File: config.mk
export PLATFORM = sky130hd
export DESIGN_NAME = uart_rx_v2
export DESIGN_NICKNAME = d
export VERILOG_FILES = /design/src/rtl/uart_rx_v2.sv
export SDC_FILE = /design/constraint.sdc
export NUM_CORES = 1
export LEC_CHECK = 0
export ABC_AREA = 1
export BUFFER_PORTS_ARGS = -buffer_cell sky130_fd_sc_hd__buf_2
export CAP_MARGIN = 20
export CORE_MARGIN = 2
export CORE_UTILIZATION = 47
export DETAILED_ROUTE_END_ITERATION = 6
export SLEW_MARGIN = 20
export SYNTH_ARGS = -nofsm -noshare
export SYNTH_HDL_FRONTEND = slang
export SYNTH_SLANG_ARGS = --single-unit
export TNS_END_PERCENT = 100
File: constraint.sdc
create_clock -name clk -period 3.2 [get_ports clk]
set_input_delay 0 -clock clk [delete_from_list [all_inputs] [get_ports clk]]
set_output_delay 0 -clock clk [all_outputs]
set_load 0.05 [all_outputs]
File: src/rtl/uart_rx_v2.sv
// UART receiver: 16x oversampled, majority-voted bits, configurable framing,
// break detection and a first-word-fall-through receive FIFO with sticky overrun.
module uart_rx_v2 #(
  parameter int CLK_FREQ   = 50_000_000,
  parameter int DATA_WIDTH = 8,
  parameter int FIFO_DEPTH = 16
) (
  input  logic                          clk,
  input  logic                          rst,
  input  logic [15:0]                   baud_div,
  input  logic [3:0]                    data_bits,
  input  logic [1:0]                    parity_mode,
  input  logic                          stop_bits,
  input  logic                          uart_rx,
  output logic [DATA_WIDTH-1:0]         rx_data,
  output logic                          rx_parity_err,
  output logic                          rx_frame_err,
  output logic                          rx_break,
  output logic                          rx_valid,
  input  logic                          rx_ready,
  output logic                          overrun,
  input  logic                          overrun_clr,
  output logic [$clog2(FIFO_DEPTH):0]   fifo_count,
  output logic                          rx_busy,
  output logic [2:0]                    dbg_state
);

  localparam int AW = $clog2(FIFO_DEPTH);
  localparam int CW = AW + 1;
  localparam int EW = DATA_WIDTH + 3;

  typedef enum logic [2:0] {
    IDLE, START, DATA, PARITY, STOP1, STOP2, BREAK_WAIT
  } state_t;

  state_t                r_state;
  logic                  r_sync1, r_sync2, r_sync_prev;
  logic [15:0]           r_tick_cnt;
  logic [3:0]            r_phase;
  logic                  r_s7, r_s8;
  logic [3:0]            r_nbits;
  logic [1:0]            r_par;
  logic                  r_stop2;
  logic [3:0]            r_bit_idx;
  logic [DATA_WIDTH-1:0] r_shift;
  logic                  r_xor, r_pbit, r_perr, r_ferr;
  logic                  r_wr_en;
  logic [EW-1:0]         r_wr_entry;

  logic [15:0]           w_div_m1;
  logic                  w_tick, w_start, w_s9, w_s15, w_maj, w_par_en;
  logic [3:0]            w_nbits;
  logic [DATA_WIDTH-1:0] w_data;

  always_ff @(posedge clk or posedge rst) begin
    if (rst) begin
      r_sync1     <= 1'b0;
      r_sync2     <= 1'b0;
      r_sync_prev <= 1'b0;
    end else begin
      r_sync1     <= uart_rx;
      r_sync2     <= r_sync1;
      r_sync_prev <= r_sync2;
    end
  end

  assign w_div_m1 = (baud_div == 16'd0) ? 16'd0 : baud_div - 16'd1;
  assign w_tick   = (r_tick_cnt >= w_div_m1);
  assign w_start  = (r_state == IDLE) && r_sync_prev && !r_sync2;
  assign w_s9     = w_tick && (r_phase == 4'd9);
  assign w_s15    = w_tick && (r_phase == 4'd15);
  assign w_maj    = (r_s7 & r_s8) | (r_s7 & r_sync2) | (r_s8 & r_sync2);
  assign w_par_en = (r_par == 2'd1) || (r_par == 2'd2);
  assign w_nbits  = (data_bits >= 4'd5 && data_bits <= 4'(DATA_WIDTH)) ? data_bits
                                                                      : 4'(DATA_WIDTH);
  // Bits shift in from the top, so a short frame sits high in r_shift.
  assign w_data   = r_shift >> (4'(DATA_WIDTH) - r_nbits);

  always_ff @(posedge clk or posedge rst) begin
    if (rst) begin
      r_tick_cnt <= 16'd0;
      r_phase    <= 4'd0;
    end else if (w_start) begin
      r_tick_cnt <= 16'd0;
      r_phase    <= 4'd0;
    end else if (w_tick) begin
      r_tick_cnt <= 16'd0;
      r_phase    <= r_phase + 4'd1;
    end else begin
      r_tick_cnt <= r_tick_cnt + 16'd1;
    end
  end

  always_ff @(posedge clk or posedge rst) begin
    if (rst) begin
      r_state    <= IDLE;
      r_s7       <= 1'b0;
      r_s8       <= 1'b0;
      r_nbits    <= 4'(DATA_WIDTH);
      r_par      <= 2'd0;
      r_stop2    <= 1'b0;
      r_bit_idx  <= 4'd0;
      r_shift    <= '0;
      r_xor      <= 1'b0;
      r_pbit     <= 1'b0;
      r_perr     <= 1'b0;
      r_ferr     <= 1'b0;
      r_wr_en    <= 1'b0;
      r_wr_entry <= '0;
    end else begin
      r_wr_en <= 1'b0;
      if (w_tick && r_phase == 4'd7) r_s7 <= r_sync2;
      if (w_tick && r_phase == 4'd8) r_s8 <= r_sync2;
      case (r_state)
        IDLE: begin
          if (w_start) begin
            r_state   <= START;
            r_nbits   <= w_nbits;
            r_par     <= parity_mode;
            r_stop2   <= stop_bits;
            r_bit_idx <= 4'd0;
            r_shift   <= '0;
            r_xor     <= 1'b0;
            r_pbit    <= 1'b0;
            r_perr    <= 1'b0;
            r_ferr    <= 1'b0;
          end
        end
        START: begin
          if (w_s9 && w_maj) r_state <= IDLE;
          else if (w_s15)    r_state <= DATA;
        end
        DATA: begin
          if (w_s9) begin
            r_shift <= {w_maj, r_shift[DATA_WIDTH-1:1]};
            r_xor   <= r_xor ^ w_maj;
          end else if (w_s15) begin
            if (r_bit_idx == r_nbits - 4'd1) r_state <= w_par_en ? PARITY : STOP1;
            else                             r_bit_idx <= r_bit_idx + 4'd1;
          end
        end
        PARITY: begin
          if (w_s9) begin
            r_pbit <= w_maj;
            r_perr <= (r_xor ^ w_maj) != (r_par == 2'd2);
          end else if (w_s15) begin
            r_state <= STOP1;
          end
        end
        STOP1: begin
          if (w_s9) begin
            if (!w_maj && r_shift == '0 && !r_pbit) begin
              r_wr_en    <= 1'b1;
              r_wr_entry <= {{DATA_WIDTH{1'b0}}, 3'b011};
              r_state    <= BREAK_WAIT;
            end else if (!r_stop2) begin
              r_wr_en    <= 1'b1;
              r_wr_entry <= {w_data, r_perr, r_ferr | !w_maj, 1'b0};
              r_state    <= IDLE;
            end else begin
              r_ferr <= !w_maj;
            end
          end else if (w_s15) begin
            r_state <= STOP2;
          end
        end
        STOP2: begin
          if (w_s9) begin
            r_wr_en    <= 1'b1;
            r_wr_entry <= {w_data, r_perr, r_ferr | !w_maj, 1'b0};
            r_state    <= IDLE;
          end
        end
        BREAK_WAIT: begin
          if (r_sync2) r_state <= IDLE;
        end
        default: r_state <= IDLE;
      endcase
    end
  end

  assign rx_busy   = (r_state != IDLE);
  assign dbg_state = r_state;

  // Pop handshake: an entry leaves on any clk where rx_valid && rx_ready;
  // rx_valid never depends on rx_ready, and the head is stable until popped.
  logic [EW-1:0] r_mem [FIFO_DEPTH];
  logic [AW-1:0] r_wptr, r_rptr;
  logic [CW-1:0] r_count;
  logic          w_full, w_empty, w_pop, w_push;
  logic [EW-1:0] w_head;

  assign w_full  = (r_count == CW'(FIFO_DEPTH));
  assign w_empty = (r_count == '0);
  assign w_pop   = !w_empty && rx_ready;
  assign w_push  = r_wr_en && (!w_full || w_pop);

  always_ff @(posedge clk) begin
    if (w_push) r_mem[r_wptr] <= r_wr_entry;
  end

  always_ff @(posedge clk or posedge rst) begin
    if (rst) begin
      r_wptr  <= '0;
      r_rptr  <= '0;
      r_count <= '0;
      overrun <= 1'b0;
    end else begin
      if (w_push) r_wptr <= r_wptr + AW'(1);
      if (w_pop)  r_rptr <= r_rptr + AW'(1);
      if (w_push && !w_pop)      r_count <= r_count + CW'(1);
      else if (w_pop && !w_push) r_count <= r_count - CW'(1);
      if (r_wr_en && w_full && !w_pop) overrun <= 1'b1;
      else if (overrun_clr)            overrun <= 1'b0;
    end
  end

  assign w_head        = r_mem[r_rptr];
  assign rx_valid      = !w_empty;
  assign fifo_count    = r_count;
  assign rx_data       = w_empty ? '0   : w_head[EW-1:3];
  assign rx_parity_err = w_empty ? 1'b0 : w_head[2];
  assign rx_frame_err  = w_empty ? 1'b0 : w_head[1];
  assign rx_break      = w_empty ? 1'b0 : w_head[0];

endmodule

======== Yosys cells after proc, flatten, opt, wreduce, memory -nomap -nowiden ========
Memories as Yosys holds them, arrays and structs flattened.
Cells that the tools add are included.
word-level totals
  memories kept ........................... 1
  register bits ........................... 77
  memory bits (writable) .................. 176
operators by class
  muxes and demuxes ....................... 61
  bitwise operators ....................... 7
  equal/unequal tests ..................... 33
  shift-type cells ........................ 1
  reduce and logical (&&, ||, !) cells .... 44
  magnitude comparators ................... 3
  add/subtract/negate cells ............... 10
memories
  memory  words  bits a word  rd ports  clocked after Yosys merged registers in  wr ports  RTL line  text
  r_mem   16     11           1         0                                        1         187       logic [EW-1:0] r_mem [FIFO_DEPTH];
operators with widths
  operator                                            number
  2-to-1 mux 16 bit                                   3
  2-to-1 mux 3 bit                                    15
  2-to-1 mux 11 bit                                   4
  2-to-1 mux 4 bit                                    7
  != test 2 bit, second input constant                14
  2-to-1 mux 8 bit                                    3
  one-hot mux 11 bit (2 select lines)                 1
  one-hot mux 3 bit (7 select lines)                  1
  2-to-1 mux 1 bit                                    18
  adder 16 x 1 -> 16 bit, second input constant       1
  adder 4 x 1 -> 4 bit, second input constant         4
  greater-or-equal comparator 16 bit                  1
  logical AND 1 bit                                   16
  zero test 16 bit                                    1
  one-hot mux 8 bit (2 select lines)                  1
  subtractor 16 x 1 -> 16 bit, second input constant  1
  nonzero test 2 bit                                  7
  equality test 4 bit, second input constant          3
  AND reduction 11 bit                                1
  2-to-1 mux 5 bit                                    2
  one-hot mux 1 bit (2 select lines)                  5
  AND reduction 5 bit                                 2
  equality test 3 bit, second input constant          3
  != test 3 bit, second input constant                3
  29 further kinds                                    42

======== Depth between registers and ports, before layout ========
  word-level depth ........................ 9
  depth in mapped cells ................... 23

======== Worst setup path after synthesis ========
No wires, ideal clock.
  kind .................................... reg2reg
  from .................................... reg r_count[0] (netlist: fifo_count[0])
  to ...................................... reg r_count[4] (netlist: fifo_count[4])
  buffers on the path ..................... 0
  slack ................................... 124 ps
  arrival ................................. 2,932 ps
  cell stages (with the launch flop) ...... 14
  library setup time ...................... 144 ps
  cells stage by stage .................... dfrtp_1 > nor4_1 > nand2_1 > nand2_1 > ha_1 > inv_1 > fa_1 > a21oi_1 > nor2_1 > nor2_1 > nand2_1 > nand2_1 > nor2_1 > xor2_1
on the way
  cells in the longest elaborated chain, start to end .. 8
  elaborated cells between the ends (all ways) .. 16
  those cells by class .................... add/sub (2); eq/ne (1); mux (2); reduce/logical (11)
RTL lines
  element                              RTL line  text
  start, declared                      189       logic [CW-1:0] r_count;
  start signal, assigned               211       if (w_push && !w_pop) r_count <= r_count + CW'(1);
  start signal, assigned               212       else if (w_pop && !w_push) r_count <= r_count - CW'(1);
  zero test 5 bit *                    194       assign w_empty = (r_count == '0);
  zero test 1 bit *                    n/a
  via rx_valid                         19        output logic rx_valid,
  logical AND 1 bit *                  195       assign w_pop = !w_empty && rx_ready;
  logical OR 1 bit                     196       assign w_push = r_wr_en && (!w_full || w_pop);
  logical AND 1 bit                    196
  zero test 1 bit                      212
  logical AND 1 bit                    212
  nonzero test 2 bit (no source line)  n/a
Mark *: on every way through the listed nets, which the timed path passes. The rest lies on a longest branch. The select of a mux whose other input is x is not followed.
A chain may end at the register's enable or synchronous reset.

======== Worst setup path in the final report ========
  from .................................... reg r_rptr[0]
  to ...................................... out rx_data[4]
on the way
  cells in the longest elaborated chain, start to end .. 2
RTL lines
  element                 RTL line  text
  start, declared         188       logic [AW-1:0] r_wptr, r_rptr;
  start signal, assigned  210       if (w_pop) r_rptr <= r_rptr + AW'(1);
  memory (16 x 11 bit)    n/a
  2-to-1 mux 8 bit        221       assign rx_data = w_empty ? '0 : w_head[EW-1:3];
  end, declared           15        output logic [DATA_WIDTH-1:0] rx_data,
No other way between the ends.

==> summary.txt <==
Status
  – Outcome: completed

Route
  – 1st-iter DRT viols: 485
  – Post-route ant nets: 0
  – Drt first pass iters: 4
  – Vias: 8,216
  – Via density per instance: 5.33
  – DR WL/cell: 16.8 um
  – Final WL: 25.9 mm
  – Remaining DRCs: 0

Critical path
  – R2r setup slk: 0.41 ns
  – Crit path cell chain: buf_4 -> o21ai_0 -> o22ai_1 -> nor2_1 -> nor2_1 -> o21ai_0 -> a21oi_1 -> buf_2
  – Reg2reg path depth: 14
  – Crit start category: register
  – Slowest cell delay on critical path: 0.69 ns
  – CP startpoint: r_rptr[0]
  – Worst r2r src: fifo_count[0]
  – Crit Path Class: reg -> out
  – Reg-to-Reg End: fifo_count[4]
  – Critical path peak fanout: 90
  – Crit path to: rx_data[4]
  – Slowest stage cell, crit path: buf_4
  – CP endpoint kind: output port
  – WP data required: 3.20 ns
  – Arr. time, crit path: 2.94 ns

Timing
  – Period utilization: 92.0%
  – Max Clk Rate: 0.340 GHz
  – Slew Limit Fails: 0
  – Relative slew slack: 39.0%
  – RSZ-0062 raised after global routing: no
  – Min Tclk post-route: 2.94 ns
  – Setup TNS: 0 ns
  – Worst Max-Slew Pin Slew: 0.915 ns
  – Setup-failing EPs final: 0
  – Final Skew: 0.0132 ns
  – Final Hold Fails: 0

Placement
  – Placed Cells incl. Taps: 1,477
  – Cell Area, Placed: 0.0124 sq mm
  – Port buffer count: 49
  – Gpl congestion: 0.829
  – Hpwl dp: 16.5 mm

Run
  – Max_cap viols: 0

Floorplan
  – Die Y-Extent: 161 um
  – Starting Density: 47.9%
  – Core footprint: 0.0243 sq mm
  – DIE AREA: 0.0261 sq mm
  – Row cnt: 57
  – Io pins: 50
  – Die Width: 161 um

Power and ir drop
  – Clk pwr share: 28.2%
  – Net Sw Frac: 39.4%
  – P_int: 6.53 mW
  – Reg power frac: 35.9%
  – Maximum vdd drop: 0.859 mV
  – Power consumption: 10.8 mW
  – Comb pwr share: 35.8%
  – Power Dens Cells: 806 mW/mm^2
  – Static leakage: 5.06 nW
  – NetSw: 4.25 mW

Final layout
  – Post-layout util: 55.0%
  – Post-route cell area: 0.0134 sq mm
  – Multi-input gate area: 0.00395 sq mm
  – Final Non-Filler Cells: 1,541
  – # fillers: 2,169
  – Syn-to-layout area delta: 14.8%
  – Sequential cell area: 0.00721 sq mm
  – ANT cells: 0
  – Final #Nets: 1,260
  – Layout cell share with drive strength beyond 1: 12.9%

Clock tree
  – Clk slew on worst S/H paths: 0.06 ns
  – Clock latency at the later pin of the worst-skew pair: 0.53 ns
  – Clock root buffer: clkbuf_16
  – Htree depth: 1
  – TritonCTS clock tree: done
  – Clock Tree Buf Depth: 3
  – Clk sink count: 253
  – Cts bufs inserted: 27

Synthesis
  – Most used flip-flop cell after synthesis: edfxtp_1
  – Most frequent cell after synthesis: edfxtp_1
  – Synthesized instance count: 1,114
  – Synthesized Nets: 1,178
  – Post-Syn Area: 0.0117 sq mm
  – Seq/Total Area, Yosys: 61.9%
  – Async S/R FF share, synth: 30.4%
  – Number of synthesized flops with an enable pin: 176
  – Area contributors post-synth: edfxtp_1 (45%), dfrtp_1 (16%), o21ai_0 (5.4%), nor2_1 (5.2%), nand2_1 (5.0%)
  – Synth top area share: 45.3%
  – Yosys Warn Count: 0
  – Seq cells post-synth: 253
  – Synth top cells by count: edfxtp_1 (176), nor2_1 (162), nand2_1 (156), o21ai_0 (126), dfrtp_1 (76)
  – Synth Area per Inst: 10.5 sq um
  – Synth area leader: edfxtp_1
  – Synth unique cells: 41

GRT
  – First-pass GRT wire length: 42.1 mm
  – Vias in the first global route: 7,973
  – Grt ovf: 0
  – Overall Global Routing Usage: 20.4%
  – Largest net degree at the start of global routing: 91
  – Initial antenna violation count: 0

Hold path
  – Hold Path Class: in -> async
## per-stage QoR
stage	worst slack, ns	hold slack, ns
after detailed placement	0.271	0.0429
after global placement	0.325	0.0362
after floorplan	0.124	0.0314
after global routing	0.0617	0.0498
final	0.256	0.0166
after CTS	0.264	0.0236
## cell type report
cell class	instances	area share [%]
multi-input combinational	734	29.5
timing repair buffer	96	4.73
clock inverter	20	1.30
sequential	253	53.9
clock buffer	30	5.13
tap	324	3.03
inverter	84	2.37
## layer usage
layer  wire length (um)  GRT usage, %  vias up  share of wire (%)
li1                   -             -     4088                  -
met1              12100          27.8     3934                 47
met2              12300          34.7      154                 48
met3                950          2.80       40                3.7
met4                562          5.03        0                2.2
met5                  0             0        -                  0
## power by group through the flow
stage / logic, mW / clock network (mW) / registers, mW
global route: 4.28 / 3.22 / 3.90
floorplan: 2.69 / 0 / 4.04
global placement: 3.81 / 0 / 3.93
finish: 3.86 / 3.04 / 3.87
CTS: 3.89 / 3.09 / 3.87
detailed placement: 3.86 / 0 / 3.94
## cell usage in the layout (no fill, tap or decap), drive strengths merged, types with 13 or more instances in the layout
cell type,netlist,final
dlygate4sd3,0,14
clkbuf,34,30
buf,9,82
o21ai,133,133
nand2,160,160
o221ai,36,36
ha,35,35
nor3,13,13
dfrtp,76,76
clkinv,2,16
o22ai,17,17
inv,82,83
nand3,61,61
a21oi,37,37
xor2,18,18
nor2,173,173
edfxtp,176,176
## registers in the layout, summed over array words and instances, names as in the netlist, 2 cells and up
name and count:
r_par 2, r_tick_cnt 16, r_mem 176, r_bit_idx 4, r_shift 8, r_wr_entry 11, dbg_state 3, r_wptr 4
r_phase 4, r_nbits 4, r_rptr 4, fifo_count 5
## worst min-delay path by stage
stage / endpoint / cells past startpoint
final: r_sync1 / 3
after global placement: overrun / 2
after global routing: r_sync_prev / 3
after CTS: r_rptr[0] / 3
after floorplan: r_sync1 / 0
after detailed placement: r_sync1 / 2
## repair_timing
item | CTS | global route
setup buffers | 0 | 0
hold endpoints to repair | 86 | 0
hold buffers | 14 | 0
gates resized for setup | 0 | 0
## worst max-delay path, delay by kind of cell (launching register included)
family | cells | cell delay, ns
compound gates | 4 | 0.84
buf+inv | 2 | 1.02
flops | 1 | 0.36
simple gates | 2 | 0.13
## cells by family (layout without fill, tap and decap cells)
| group | count (synthesis) | after routing | share of synthesized area, % |
|---|---|---|---|
| mux | 1 | 1 | 0.0859 |
| flops | 253 | 253 | 61.9 |
| xor+xnor | 29 | 29 | 2.18 |
| compound gates | 237 | 237 | 11.8 |
| simple gates | 431 | 431 | 15.9 |
| fa+ha+maj | 36 | 36 | 3.93 |
| buf+inv | 127 | 230 | 4.24 |
Power figures use the tool's default switching activity.
